**config.mk**
```make
export PLATFORM = sky130hd
export DESIGN_NAME = s38584_qual_status_bank
export DESIGN_NICKNAME = d
export VERILOG_FILES = /design/src/rtl/s38584_qual_status_bank.sv
export SDC_FILE = /design/constraint.sdc
export NUM_CORES = 1
export LEC_CHECK = 0
export CORE_MARGIN = 4
export CORE_UTILIZATION = 25
export DETAILED_ROUTE_END_ITERATION = 8
export GPL_TIMING_DRIVEN = 1
export PLACE_DENSITY_LB_ADDON = 0.05
export SYNTH_ARGS = -nofsm -noshare
export SYNTH_HDL_FRONTEND = slang
export SYNTH_SLANG_ARGS = --single-unit
```
**constraint.sdc**
```tcl
create_clock -name CK -period 1.7 [get_ports CK]
set_input_delay 0.17 -clock CK [delete_from_list [all_inputs] [get_ports CK]]
set_output_delay 0.17 -clock CK [all_outputs]
set_load 0.005 [all_outputs]
```
**src/rtl/s38584_qual_status_bank.sv**
```systemverilog
// s38584_qual_status_bank: bank of NUM_CH independent status bits. A bit is set
// after arm/pattern/key qualification holds for QUAL_CYCLES consecutive
// enabled cycles, and is cleared by clr_req or, in level mode, by loss of
// qualification. en=0 freezes the whole bank.
module s38584_qual_status_bank #(
    parameter int unsigned      NUM_CH      = 4,
    parameter int unsigned      PAT_W       = 8,
    parameter logic [PAT_W-1:0] PAT_VALUE   = 8'hA5,
    parameter logic [PAT_W-1:0] PAT_MASK    = 8'hFF,
    parameter int unsigned      KEY_W       = 2,
    parameter int unsigned      QUAL_CYCLES = 3,
    parameter bit               STICKY      = 1'b1
) (
    input  logic                      CK,
    input  logic                      rst_n,
    input  logic                      en,
    input  logic [NUM_CH-1:0]         arm_req,
    input  logic [NUM_CH-1:0]         clr_req,
    input  logic [NUM_CH*PAT_W-1:0]   pat_in,
    input  logic [NUM_CH*KEY_W-1:0]   key_a,
    input  logic [NUM_CH*KEY_W-1:0]   key_b,
    output logic [NUM_CH-1:0]         status_q,
    output logic [NUM_CH-1:0]         set_pulse,
    output logic                      any_set
);

    localparam int unsigned CW = $clog2(QUAL_CYCLES + 1);
    localparam logic [CW:0] QC = (CW+1)'(QUAL_CYCLES);

    typedef enum logic [1:0] {
        ST_IDLE = 2'd0,
        ST_QUAL = 2'd1,
        ST_SET  = 2'd2
    } state_t;

    state_t                   r_state [NUM_CH];
    logic [NUM_CH-1:0][CW-1:0] r_cnt;
    logic [NUM_CH-1:0]        r_status;
    logic [NUM_CH-1:0]        r_pulse;
    logic                     r_any;

    state_t                   w_nstate [NUM_CH];
    logic [NUM_CH-1:0][CW-1:0] w_ncnt;
    logic [NUM_CH-1:0][CW:0]   w_inc;
    logic [NUM_CH-1:0]        w_pat_ok;
    logic [NUM_CH-1:0]        w_key_ok;
    logic [NUM_CH-1:0]        w_qual;
    logic [NUM_CH-1:0]        w_nstatus;
    logic [NUM_CH-1:0]        w_npulse;

    // Per-channel qualification terms and next-state/counter decode
    always_comb begin
        w_pat_ok  = '0;
        w_key_ok  = '0;
        w_qual    = '0;
        w_nstatus = '0;
        w_npulse  = '0;
        w_ncnt    = '0;
        w_inc     = '0;
        for (int unsigned i = 0; i < NUM_CH; i++) begin
            w_nstate[i] = ST_IDLE;
        end
        for (int unsigned i = 0; i < NUM_CH; i++) begin
            w_pat_ok[i] = (((pat_in[i*PAT_W +: PAT_W] ^ PAT_VALUE) & PAT_MASK) == '0);
            w_key_ok[i] = (key_a[i*KEY_W +: KEY_W] == key_b[i*KEY_W +: KEY_W]);
            w_qual[i]   = arm_req[i] & w_pat_ok[i] & w_key_ok[i];
            w_inc[i]    = {1'b0, r_cnt[i]} + (CW+1)'(1);
            case (r_state[i])
                ST_IDLE: begin
                    if (!clr_req[i] && w_qual[i]) begin
                        w_ncnt[i]   = CW'(1);
                        w_nstate[i] = (QUAL_CYCLES == 1) ? ST_SET : ST_QUAL;
                    end
                end
                ST_QUAL: begin
                    if (!clr_req[i] && w_qual[i]) begin
                        w_ncnt[i]   = w_inc[i][CW-1:0];
                        w_nstate[i] = (w_inc[i] == QC) ? ST_SET : ST_QUAL;
                    end
                end
                ST_SET: begin
                    // clear wins over qual; level mode also drops on lost qual
                    if (!clr_req[i] && (STICKY || w_qual[i])) begin
                        w_ncnt[i]   = QC[CW-1:0];
                        w_nstate[i] = ST_SET;
                    end
                end
                default: begin
                    w_nstate[i] = ST_IDLE;
                end
            endcase
            w_nstatus[i] = (w_nstate[i] == ST_SET);
            w_npulse[i]  = (w_nstate[i] == ST_SET) && (r_state[i] != ST_SET);
        end
    end

    // State, counters and registered outputs; en=0 holds all but set_pulse
    always_ff @(posedge CK or negedge rst_n) begin
        if (!rst_n) begin
            for (int unsigned i = 0; i < NUM_CH; i++) begin
                r_state[i] <= ST_IDLE;
            end
            r_cnt    <= '0;
            r_status <= '0;
            r_pulse  <= '0;
            r_any    <= 1'b0;
        end else if (en) begin
            for (int unsigned i = 0; i < NUM_CH; i++) begin
                r_state[i] <= w_nstate[i];
            end
            r_cnt    <= w_ncnt;
            r_status <= w_nstatus;
            r_pulse  <= w_npulse;
            r_any    <= |w_nstatus;
        end else begin
            r_pulse  <= '0;
        end
    end

    assign status_q  = r_status;
    assign set_pulse = r_pulse;
    assign any_set   = r_any;

endmodule

```
# [After elaboration in Yosys (flattened, before gate mapping)]
# Cells that the tools add are included.
[op_classes] n_bitwise=12 reduce_logical=21 muxes=33 add_sub_neg=4 eq_ne=24
[ops] op="$pmux 2 s3" count=8
[ops] op="$mux 2" count=20
[ops] op="$logic_not 8->1" count=4
[ops] op="$eq 2x2->1 const B" count=8
[ops] op="$not 4->4" count=4
[ops] op="$add 2x1->3 const B" count=4
[ops] op="$eq 3x2->1 const B" count=4
[ops] op="$and 1x1->1" count=8
[ops] op="$eq 2x1->1 const B" count=4
[ops] op="$eq 2x2->1" count=4
[ops] op="$logic_and 1x1->1" count=8
[ops] op="$logic_not 2->1" count=4
[ops] op="$ne 2x2->1 const B" count=4
[ops] op="$logic_not 1->1" count=4
[ops] op="$mux 1" count=4
[ops] op="$mux 4" count=1
[ops] op="$reduce_or 4->1" count=1
[word_totals] out_inout_bits=9 wordCells=105 input_bits=59 ff_bits=25

# [Logic depth before layout (Yosys ltp)]
# Gate-level depths: netlist of run 1.
[depth] depth_word=10 ltp_mapped=5 mapped_depth_nobuf=5

# [Worst setup path before layout of run 1]
# No wires, ideal clock.
[synth_path] path_kind="input -> register" startpoint="in pat_in[19]" endpoint="reg r_any, in the netlist any_set" arrival_ps=1431 required_ps=1612 path_stages=5 path_buffers=0 slack_ps=180 setup_ps=88 cell_sequence="nand4b_1 or4_4 nor4_4 a31oi_1 a41oi_1"
[synth_between] elab_chain_len=8 elab_cells_between_ends=9 cone_classes="1 x eq/ne; 3 x mux; 2 x bitwise; 3 x reduce/logical"
[synth_rtl] item="start, declared" line_no="19" source="input logic [NUM_CH*PAT_W-1:0] pat_in,"
[synth_rtl] item="$logic_not 8->1 *" line_no="64" source="w_pat_ok[i] = (((pat_in[i*PAT_W +: PAT_W] ^ PAT_VALUE) & PAT_MASK) == '0);"
[synth_rtl] item="$and 1x1->1 * (2 in series)" line_no="66" source="w_qual[i] = arm_req[i] & w_pat_ok[i] & w_key_ok[i];"
[synth_rtl] item="$logic_and 1x1->1 *" line_no="70, 76"
[synth_rtl] item="$mux 2 or $mux 1 (tied branches)" line_no="76, 70"
[synth_rtl] item="$pmux 2 s3 *" line_no="68" source="case (r_state[i])"
[synth_rtl] item="$eq 2x2->1 *" line_no="92" source="w_nstatus[i] = (w_nstate[i] == ST_SET);"
[synth_rtl] item="$reduce_or 4->1 *" line_no="114" source="r_any <= |w_nstatus;"
[synth_rtl] item="end signal, assigned" line_no="114"
[synth_rtl] item="end, declared" line_no="40" source="logic r_any;"
# Mark *: on every way between the ends. The rest lies on a longest branch, timed or not.
# A chain may end at the register's enable or synchronous reset.

# [Worst setup path after layout of run 1]
[layout_path] startpoint="in pat_in[9]" endpoint="reg r_pulse[1], in the netlist set_pulse[1]"
[layout_between] elab_chain_len=9 elab_cells_between_ends=10 cone_classes="1 x eq/ne; 4 x mux; 2 x bitwise; 3 x reduce/logical"
[layout_rtl] item="$logic_not 8->1 *" line_no="64"
[layout_rtl] item="$and 1x1->1 * (2 in series)" line_no="66"
[layout_rtl] item="$logic_and 1x1->1 *" line_no="70, 76"
[layout_rtl] item="$mux 2 or $mux 1 (tied branches)" line_no="76, 70"
[layout_rtl] item="$pmux 2 s3 *" line_no="68"
[layout_rtl] item="$eq 2x2->1 *" line_no="93" source="w_npulse[i] = (w_nstate[i] == ST_SET) && (r_state[i] != ST_SET);"
[layout_rtl] item="$logic_and 1x1->1 *" line_no="93"
[layout_rtl] item="$mux 4 *" line_no="107" source="end else if (en) begin"
[layout_rtl] item="end signal, assigned" line_no="113" source="r_pulse <= w_npulse;"
[layout_rtl] item="end, declared" line_no="39" source="logic [NUM_CH-1:0] r_pulse;"
# Marks and branches as above.

==> flow_summary.yaml, run 1 <==
die:
  die_area_sq_mm: 0.00701
  fp.dieH_um: 83.7
  design.core.area_sq_mm: 0.00554
  start_util: 0.259
  row_count: 27
  io_pins: 68
  die_w_um: 83.7
synthesis:
  syn_area_per_cell_sq_um: 9.61
  yosysTopAreaCellShare: 0.437
  synth_edf_count: 0
  synthDistinctLibCells: 35
  synth_flop_cell: "dfrtp_1"
  ys_top_cells_by_count: "dfrtp_1 (25), nor2_1 (19), inv_1 (14)"
  syn_area_sq_mm: 0.00143
  synth_area_leaders: "dfrtp_1 (44%), nor2_1 (5.0%), a31oi_1 (4.8%)"
  ys_async_sr_fraction: 1.00
  seq_area_frac_synth: 0.437
  syn_inst: 149
  synth_fp_nets: 212
  synth.largest_area_cell: "dfrtp_1"
  yosysWarningCount: 0
  synth_most_common_cell: "dfrtp_1"
  synth_seq_cells: 25
worst_setup_path:
  cp-end-kind: "flop"
  r2r_cells: 4
  crit_chain: "clkdlybuf4s50_1 -> or4b_4 -> nor4_4 -> a31oi_2 -> a211oi_2"
  path_buf_inv: 1
  r2r-start: "r_state[1]"
  reg2reg_slack_ns: 0.09
  critPathSlowestCell: "or4b_4"
  rr_endpoint: "any_set"
  cp_top_family: "simple AND/OR/NAND/NOR gates"
  path_max_fanout: 4
  worst_path_largest_cell_delay_ns: 0.55
  crit_arrival_ns: 1.83
  crit_required_ns: 1.88
  worstSetupPathType: "in2reg"
  cp-start-kind: "primary input"
timing:
  worst_slew_pin_slew_ns: 0.581
  worst_slack_ns: 0.0520
  maxSlewHeadroom: 0.610
  finalClockSkew_ns: 0.00354
  slew_violations: 0
  fin_crit_sh: 0.969
  hold_viol_final: 0
  setup_viol: 0
  fmax_mhz: 607
  rsz0062_at_grt: "true"
  fin_crit_ns: 1.65
place:
  place.gp.congestion: 0.740
  hpwl_mm: 2.91
  dp.cells: 294
  io_buffers: 67
  dp_slack_ns: -0.335
finish:
  syn_to_final_growth_pct: 61.7
  nFillCells: 551
  antenna_cells: 0
  num-nets-final: 290
  final_cells: 298
  drive_above_1_share: 0.115
clock_network:
  clk_path_buf_depth: 2
  cts_hold_buf: 0
  cts.sinks: 25
  htree_num_levels: 1
  post_cts_buffers: 0
  numCtsBuffers: 3
  root_buffer: "clkbuf_8"
  cts_tree: "done"
  path_clk_slew_ns: 0.08
  clk_latency_ns: 0.27
detailed_routing:
  drt-initial-drc-count: 34
  firstDrtPassIters: 4
  dr_total_vias: 1375
  drc: 0
  viasPerCell: 4.61
  wl_per_cell_um: 12.1
  drt_wl_total_mm: 3.61
  antenna_left: 0
global_routing:
  met3_usage: 0.0316
  grt_pass1_vias: 1340
  grt_util_met1: 0.111
  overflow: 0
  top_usage_layer: "met2"
  track_usage: 0.0995
  antenna_found_initial: 0
  use_met2: 0.182
  grt_pass1_wl_mm: 5.82
  grt_max_degree: 37
power_and_ir_drop:
  p_per_area_mw_per_mm2: 595
  ir_drop_uv: 332
  leakage_nw: 0.921
flow_run:
  drv_cap: 0
min_path:
  hold_class: "in2async"
status:
  outcome: "completed"
[where the power goes]
group / internal (mW) / leakage [nW] / switching (mW)
Clock: 0.164 / 0.0255 / 0.186
Sequential: 0.638 / 0.314 / 0.0323
Combinational: 0.225 / 0.581 / 0.135
[flip-flops by register name (all words and copies together) (netlist names)]
signal and count:
any_set 1, r_cnt 8, r_state 8, set_pulse 4, status_q 4
[worst max-delay path by stage]
stage,startpoint,endpoint,slack (ns),depth (start not counted)
6_report,pat_in[9],set_pulse[1],0.05,5
2_1_floorplan,pat_in[19],any_set,0.18,5
3_5_place_dp,pat_in[21],any_set,-0.34,6
4_1_cts,pat_in[9],set_pulse[1],0.03,5
3_3_place_gp,pat_in[19],any_set,-0.31,6
5_1_grt,r_state[1],any_set,-0.02,4
[routing by layer]
metal	part of all wire	wire length (um)
met4	0.013	46
met1	0.40	1440
met2	0.53	1920
met3	0.054	195
met5	0	0
[logic make-up (layout without fill, tap and decap cells)]
group,Yosys count,in the layout,share of synthesized area
AND/OR/NAND/NOR,59,59,0.271
AO/OA/AOI/OAI,35,35,0.162
flip-flops,25,25,0.437
buffers and inverters,18,95,0.0472
XOR/XNOR,8,8,0.0489
adder cells (fa/ha/maj),4,4,0.0349
[layout make-up]
type,instances,area (sq um),share of cell area
Multi-Input combinational cell,106,757,0.327
Timing Repair Buffer,77,746,0.322
Sequential cell,25,626,0.270
Tap cell,72,90.1,0.0389
Inverter,14,52.6,0.0227
Clock buffer,3,41.3,0.0178
Clock inverter,1,5.00,0.00216
[what timing repair did]
item / in CTS / in global routing
setup endpoints to repair: 4 / 7
resized for setup: 0 / 3
pin swaps: 1 / 0
[stage by stage]
stage                     hold WS, ns  power (mW)  setup TNS (ns)  utilization  instance area, sq um
after detailed placement        0.473        1.04           -4.30        0.407                  2250
after floorplan                -0.126       0.818               0            -                  1430
after CTS                       0.270        1.40               0        0.415                  2300
after global placement          0.468        1.03           -3.94        0.407                  2250
after global routing            0.285        1.46         -0.0221        0.418                  2320
final                           0.259        1.38               0        0.418                  2320
[cell usage in the layout, fill, tap and decap left out, drive strengths merged, types with 2 or more instances in the layout]
cell,count
o21a,4
nand4b,5
xnor2,2
a21oi,7
xor2,6
nor2,19
ha,4
clkdlybuf4s50,67
nor3,3
nand3,4
inv,14
and4,3
clkbuf,3
and2,2
a31oi,11
dfrtp,25
or4b,2
nor2b,4
nor4b,2
nor4,3
nand4bb,2
a311o,2
o21ai,6
buf,10
nand2,7
No activity file was read; power rests on OpenSTA's default activity.
==> inputs of run 2 (changes only) <==
CORE_UTILIZATION = 39   (was 25)
==> run 2 against run 1 <==
Non-clock buffer count down 2. Hold slack improved by 0.0025 ns. Count of clock-buffer cells in the layout is 1 higher. Total power decreased by 1.4%. Final area decreased by 1.2%. First-iteration DRC count shrank 15%. Via count grew 1.5%. Largest power group unchanged. Highest routed layer is now met3.
==> flow_summary.yaml, run 2 (same netlist as run 1, synthesis figures left out) <==
global_routing:
  grt_pass1_vias: 1321
  track_usage: 0.145
  grt_max_degree: 37
  grt_pass1_wl_mm: 5.31
  overflow: 0
  antenna_found_initial: 0
die:
  start_util: 0.416
  fp.dieH_um: 68.6
  io_pins: 68
  die_w_um: 68.6
  design.core.area_sq_mm: 0.00344
  die_area_sq_mm: 0.00471
  row_count: 21
timing:
  fmax_mhz: 621
  worst_slack_ns: 0.0906
  fin_crit_sh: 0.947
  hold_viol_final: 0
  fin_crit_ns: 1.61
  worst_slew_pin_slew_ns: 0.401
  setup_viol: 0
  slew_violations: 0
  maxSlewHeadroom: 0.731
  finalClockSkew_ns: 0.00176
worst_setup_path:
  cp-endpoint: "any_set"
  worstSetupPathType: "in2reg"
  worst_path_largest_cell_delay_ns: 0.43
  rr_endpoint: "r_state[0]"
  cp-start-kind: "primary input"
  crit_arrival_ns: 1.79
  reg2reg_slack_ns: 0.18
  critPathSlowestCell: "nor4_4"
  r2r-start: "r_state[1]"
  crit_chain: "clkdlybuf4s50_1 -> or4_4 -> nor4_4 -> a31oi_1 -> a41oi_1"
  r2r_cells: 3
  cp-end-kind: "flop"
  path_max_fanout: 7
  crit_required_ns: 1.88
  startpoint: "pat_in[20]"
finish:
  nFillCells: 272
  finalInstanceArea_sq_mm: 0.00229
  final_cells: 270
  antenna_cells: 0
  num-nets-final: 288
  reg.largest.list: "r_cnt: 8 flops, r_state: 8 flops"
  final_cell_mix: "clkdlybuf4s50_1 (61), dfrtp_1 (25), nor2_1 (19)"
  fin_util: 0.665
  mostFrequentLayoutCell: "clkdlybuf4s50_1"
  syn_to_final_growth_pct: 59.8
  drive_above_1_share: 0.107
clock_network:
  root_buffer: "clkbuf_8"
  cts_tree: "done"
  cts_hold_buf: 0
  htree_num_levels: 1
  clk_path_buf_depth: 2
  cts.sinks: 25
  numCtsBuffers: 3
  clk_latency_ns: 0.26
  path_clk_slew_ns: 0.08
flow_run:
  drv_cap: 0
detailed_routing:
  drt-initial-drc-count: 29
  wl_per_cell_um: 12.4
  viasPerCell: 5.17
  antenna_left: 0
  firstDrtPassIters: 4
  dr_total_vias: 1396
  drt_wl_total_mm: 3.35
  drc: 0
status:
  outcome: "completed"
place:
  dpl_cell_area_sq_mm: 0.00220
  dp.cells: 265
  hpwl_mm: 2.69
  place.gp.congestion: 0.749
  io_buffers: 67
  dp_slack_ns: -0.360
power_and_ir_drop:
  leakage_nw: 0.966
  ir_drop_uv: 563
  p_per_area_mw_per_mm2: 594
min_path:
  hold_class: "in2async"
-- run 2: cell types whose count changed in the layout (fill, tap and decap cells not counted), sizes merged --
cell / delta
buf: -2
clkdlybuf4s50: -6
clkinv: -1
clkbuf: +1
dlymetal6s2s: +6
-- run 2: area by class of cell --
| class | instances | area, sq um | share of cell area |
|---|---|---|---|
| clock buffers | 4 | 45.0 | 0.0197 |
| well taps | 46 | 57.6 | 0.0251 |
| multi-input cells | 106 | 763 | 0.333 |
| repair buffers | 75 | 746 | 0.326 |
| inverters | 14 | 52.6 | 0.0230 |
| flip-flops and latches | 25 | 626 | 0.273 |
-- run 2: routing by layer --
metal / vias to the layer above / share of wire / global-route usage
li1: 692 / - / -
met1: 670 / 0.41 / 0.159
met2: 34 / 0.54 / 0.288
met3: 0 / 0.053 / 0.0357
met4: 0 / 0 / 0.00744
met5: - / 0 / 0
-- run 2: what timing repair did --
action / CTS / global route
gates resized for setup: 0 / 10
endpoints found under the setup margin: 5 / 6
pin swaps: 1 / 6
setup buffers: 0 / 1
-- run 2: worst min-delay path by stage --
stage	from	endpoint	slack, ns	cells past startpoint
floorplan	rst_n	any_set	-0.13	0
global placement	status_q[0]	status_q[0]	0.46	1
detailed placement	status_q[2]	status_q[2]	0.47	1
CTS	rst_n	r_cnt[6]	0.27	2
global route	rst_n	r_cnt[6]	0.29	2
finish	rst_n	r_cnt[6]	0.26	2
-- run 2: metrics by stage --
| step | hold WS, ns | TNS [ns] | power, mW |
|---|---|---|---|
| 2_1_floorplan | -0.126 | 0 | 0.818 |
| 4_1_cts | 0.271 | 0 | 1.38 |
| 5_1_grt | 0.289 | -0.0123 | 1.45 |
| 3_3_place_gp | 0.464 | -3.57 | 1.02 |
| 6_report | 0.261 | 0 | 1.36 |
| 3_5_place_dp | 0.472 | -4.33 | 1.03 |
-- run 2: worst max-delay path, delay by kind of cell --
family                 cells  cell delay [ns]
AO/OA/AOI/OAI              2             0.37
AND/OR/NAND/NOR            2             0.85
buffers and inverters      1             0.39
-- run 2: power breakdown --
| group | total (mW) | switching (mW) | leakage (nW) | internal [mW] |
|---|---|---|---|---|
| clock network | 0.337 | 0.170 | 0.0228 | 0.167 |
| logic | 0.354 | 0.134 | 0.629 | 0.220 |
| registers | 0.668 | 0.0306 | 0.314 | 0.638 |
==> inputs of run 3 (changes only) <==
--- a/config.mk
+++ b/config.mk
@@ -8,3 +8,3 @@
 export CORE_MARGIN = 4
-export CORE_UTILIZATION = 39
+export CORE_UTILIZATION = 41
 export DETAILED_ROUTE_END_ITERATION = 8
--- a/constraint.sdc
+++ b/constraint.sdc
@@ -3,2 +3,2 @@
 set_output_delay 0.17 -clock CK [all_outputs]
-set_load 0.005 [all_outputs]
+set_load 0.01 [all_outputs]
==> run 3 against run 2 <==
Sequential cell count is the same. Setup slack lost 0.0088 ns. Global-route usage grew 1.4 points. Highest routed layer is now met4. Final area shrank 1.1%.
==> flow_summary.yaml, run 3 (same netlist as run 1, synthesis figures left out) <==
die:
  die_w_um: 67.1
  start_util: 0.426
  die_area_sq_mm: 0.00450
  row_count: 21
  fp.dieH_um: 67.1
  io_pins: 68
  design.core.area_sq_mm: 0.00336
detailed_routing:
  drt-initial-drc-count: 66
  firstDrtPassIters: 4
  viasPerCell: 5.26
  drc: 0
  drt_wl_total_mm: 3.59
  dr_total_vias: 1419
  wl_per_cell_um: 13.3
  antenna_left: 0
timing:
  maxSlewHeadroom: 0.725
  fmax_mhz: 618
  fin_crit_sh: 0.952
  hold_viol_final: 0
  fin_crit_ns: 1.62
  setup_viol: 0
  finalClockSkew_ns: 0.00535
  whs_ns: 0.202
  rsz0062_at_grt: "false"
  slew_violations: 0
  worst_slew_pin_slew_ns: 0.410
  fin_setup_tns_ns: 0
clock_network:
  cts_tree: "done"
  clk_latency_ns: 0.31
  clk_path_buf_depth: 2
  cts.sinks: 25
  root_buffer: "clkbuf_4"
  numCtsBuffers: 3
  htree_num_levels: 1
  path_clk_slew_ns: 0.12
finish:
  final_cells: 270
  reg.largest.list: "r_cnt: 8 flops, r_state: 8 flops"
  final_cell_mix: "clkdlybuf4s50_1 (61), dfrtp_1 (25), nor2_1 (19)"
  antenna_cells: 0
  multi_input_area_sq_um: 757
  drive_above_1_share: 0.103
  num-nets-final: 288
  regArea_sq_um: 626
  nFillCells: 295
  syn_to_final_growth_pct: 58.1
  mostFrequentLayoutCell: "clkdlybuf4s50_1"
power_and_ir_drop:
  leakage_nw: 0.957
  finalPower_mw: 1.28
  ir_drop_uv: 586
  p_per_area_mw_per_mm2: 565
place:
  io_buffers: 67
  place.gp.congestion: 0.834
  dp.cells: 265
  hpwl_mm: 2.87
global_routing:
  grt_max_degree: 37
  antenna_found_initial: 0
  grt_pass1_wl_mm: 5.58
  grt_pass1_vias: 1353
  overflow: 0
  track_usage: 0.159
worst_setup_path:
  cp-end-kind: "flop"
  reg2reg_slack_ns: 0.14
  crit_arrival_ns: 1.85
  rr_endpoint: "any_set"
  cp-start-kind: "primary input"
  crit_required_ns: 1.93
  path_max_fanout: 4
  r2r_cells: 5
  worstSetupPathType: "in2reg"
  r2r-start: "r_state[1]"
min_path:
  hold_class: "in2async"
status:
  outcome: "completed"
flow_run:
  drv_cap: 0
## run 3: layer usage
layer,share of wire,vias to the layer above,routed length [um],global-route usage
met1,0.39,680,1390,0.184
met3,0.036,8,130,0.0405
met4,0.0081,0,29,0.0329
li1,-,696,-,-
met5,0,-,0,0
met2,0.57,35,2040,0.292
## run 3: report_power, final
group | total, mW | leakage, nW | switching, mW | internal, mW
Clock | 0.248 | 0.0150 | 0.156 | 0.0915
Sequential | 0.670 | 0.314 | 0.0324 | 0.638
Combinational | 0.361 | 0.627 | 0.142 | 0.220
## run 3: timing repair
action	in CTS	in global routing
setup endpoints to repair	1	5
pin swaps	1	5
setup buffers	0	1
gates resized for setup	0	9
hold buffers	0	0
cloned	0	0
## run 3: worst max path at each step
stage                from           end  slack, ns  depth (start not counted)
3_5_place_dp   pat_in[19]       any_set      -0.36                          6
5_1_grt        r_state[1]       any_set       0.02                          5
2_1_floorplan  pat_in[19]       any_set       0.18                          5
6_report        pat_in[9]  set_pulse[1]       0.08                          5
4_1_cts        r_state[1]       any_set       0.05                          5
3_3_place_gp   pat_in[19]       any_set      -0.30                          6
## run 3: layout make-up
class                           count  area share
Timing Repair Buffer               75       0.329
Multi-Input combinational cell    106       0.334
Sequential cell                    25       0.276
Tap cell                           46      0.0254
Inverter                           14      0.0232
Clock buffer                        4      0.0116
## run 3: worst max-delay path, cell delays in order
cell and delay, ns:
clkdlybuf4s50_1 0.40, or4b_4 0.54, nor4_4 0.29, a31oi_1 0.21
a211oi_2 0.23
## run 3: per-stage QoR
step           worst slack [ns]  utilization  area, sq um
3_5_place_dp             -0.356        0.654         2200
2_1_floorplan             0.180            -         1430
4_1_cts                  0.0500        0.661         2220
3_3_place_gp             -0.296        0.654         2200
6_report                 0.0818        0.673         2260
5_1_grt                  0.0203        0.673         2260
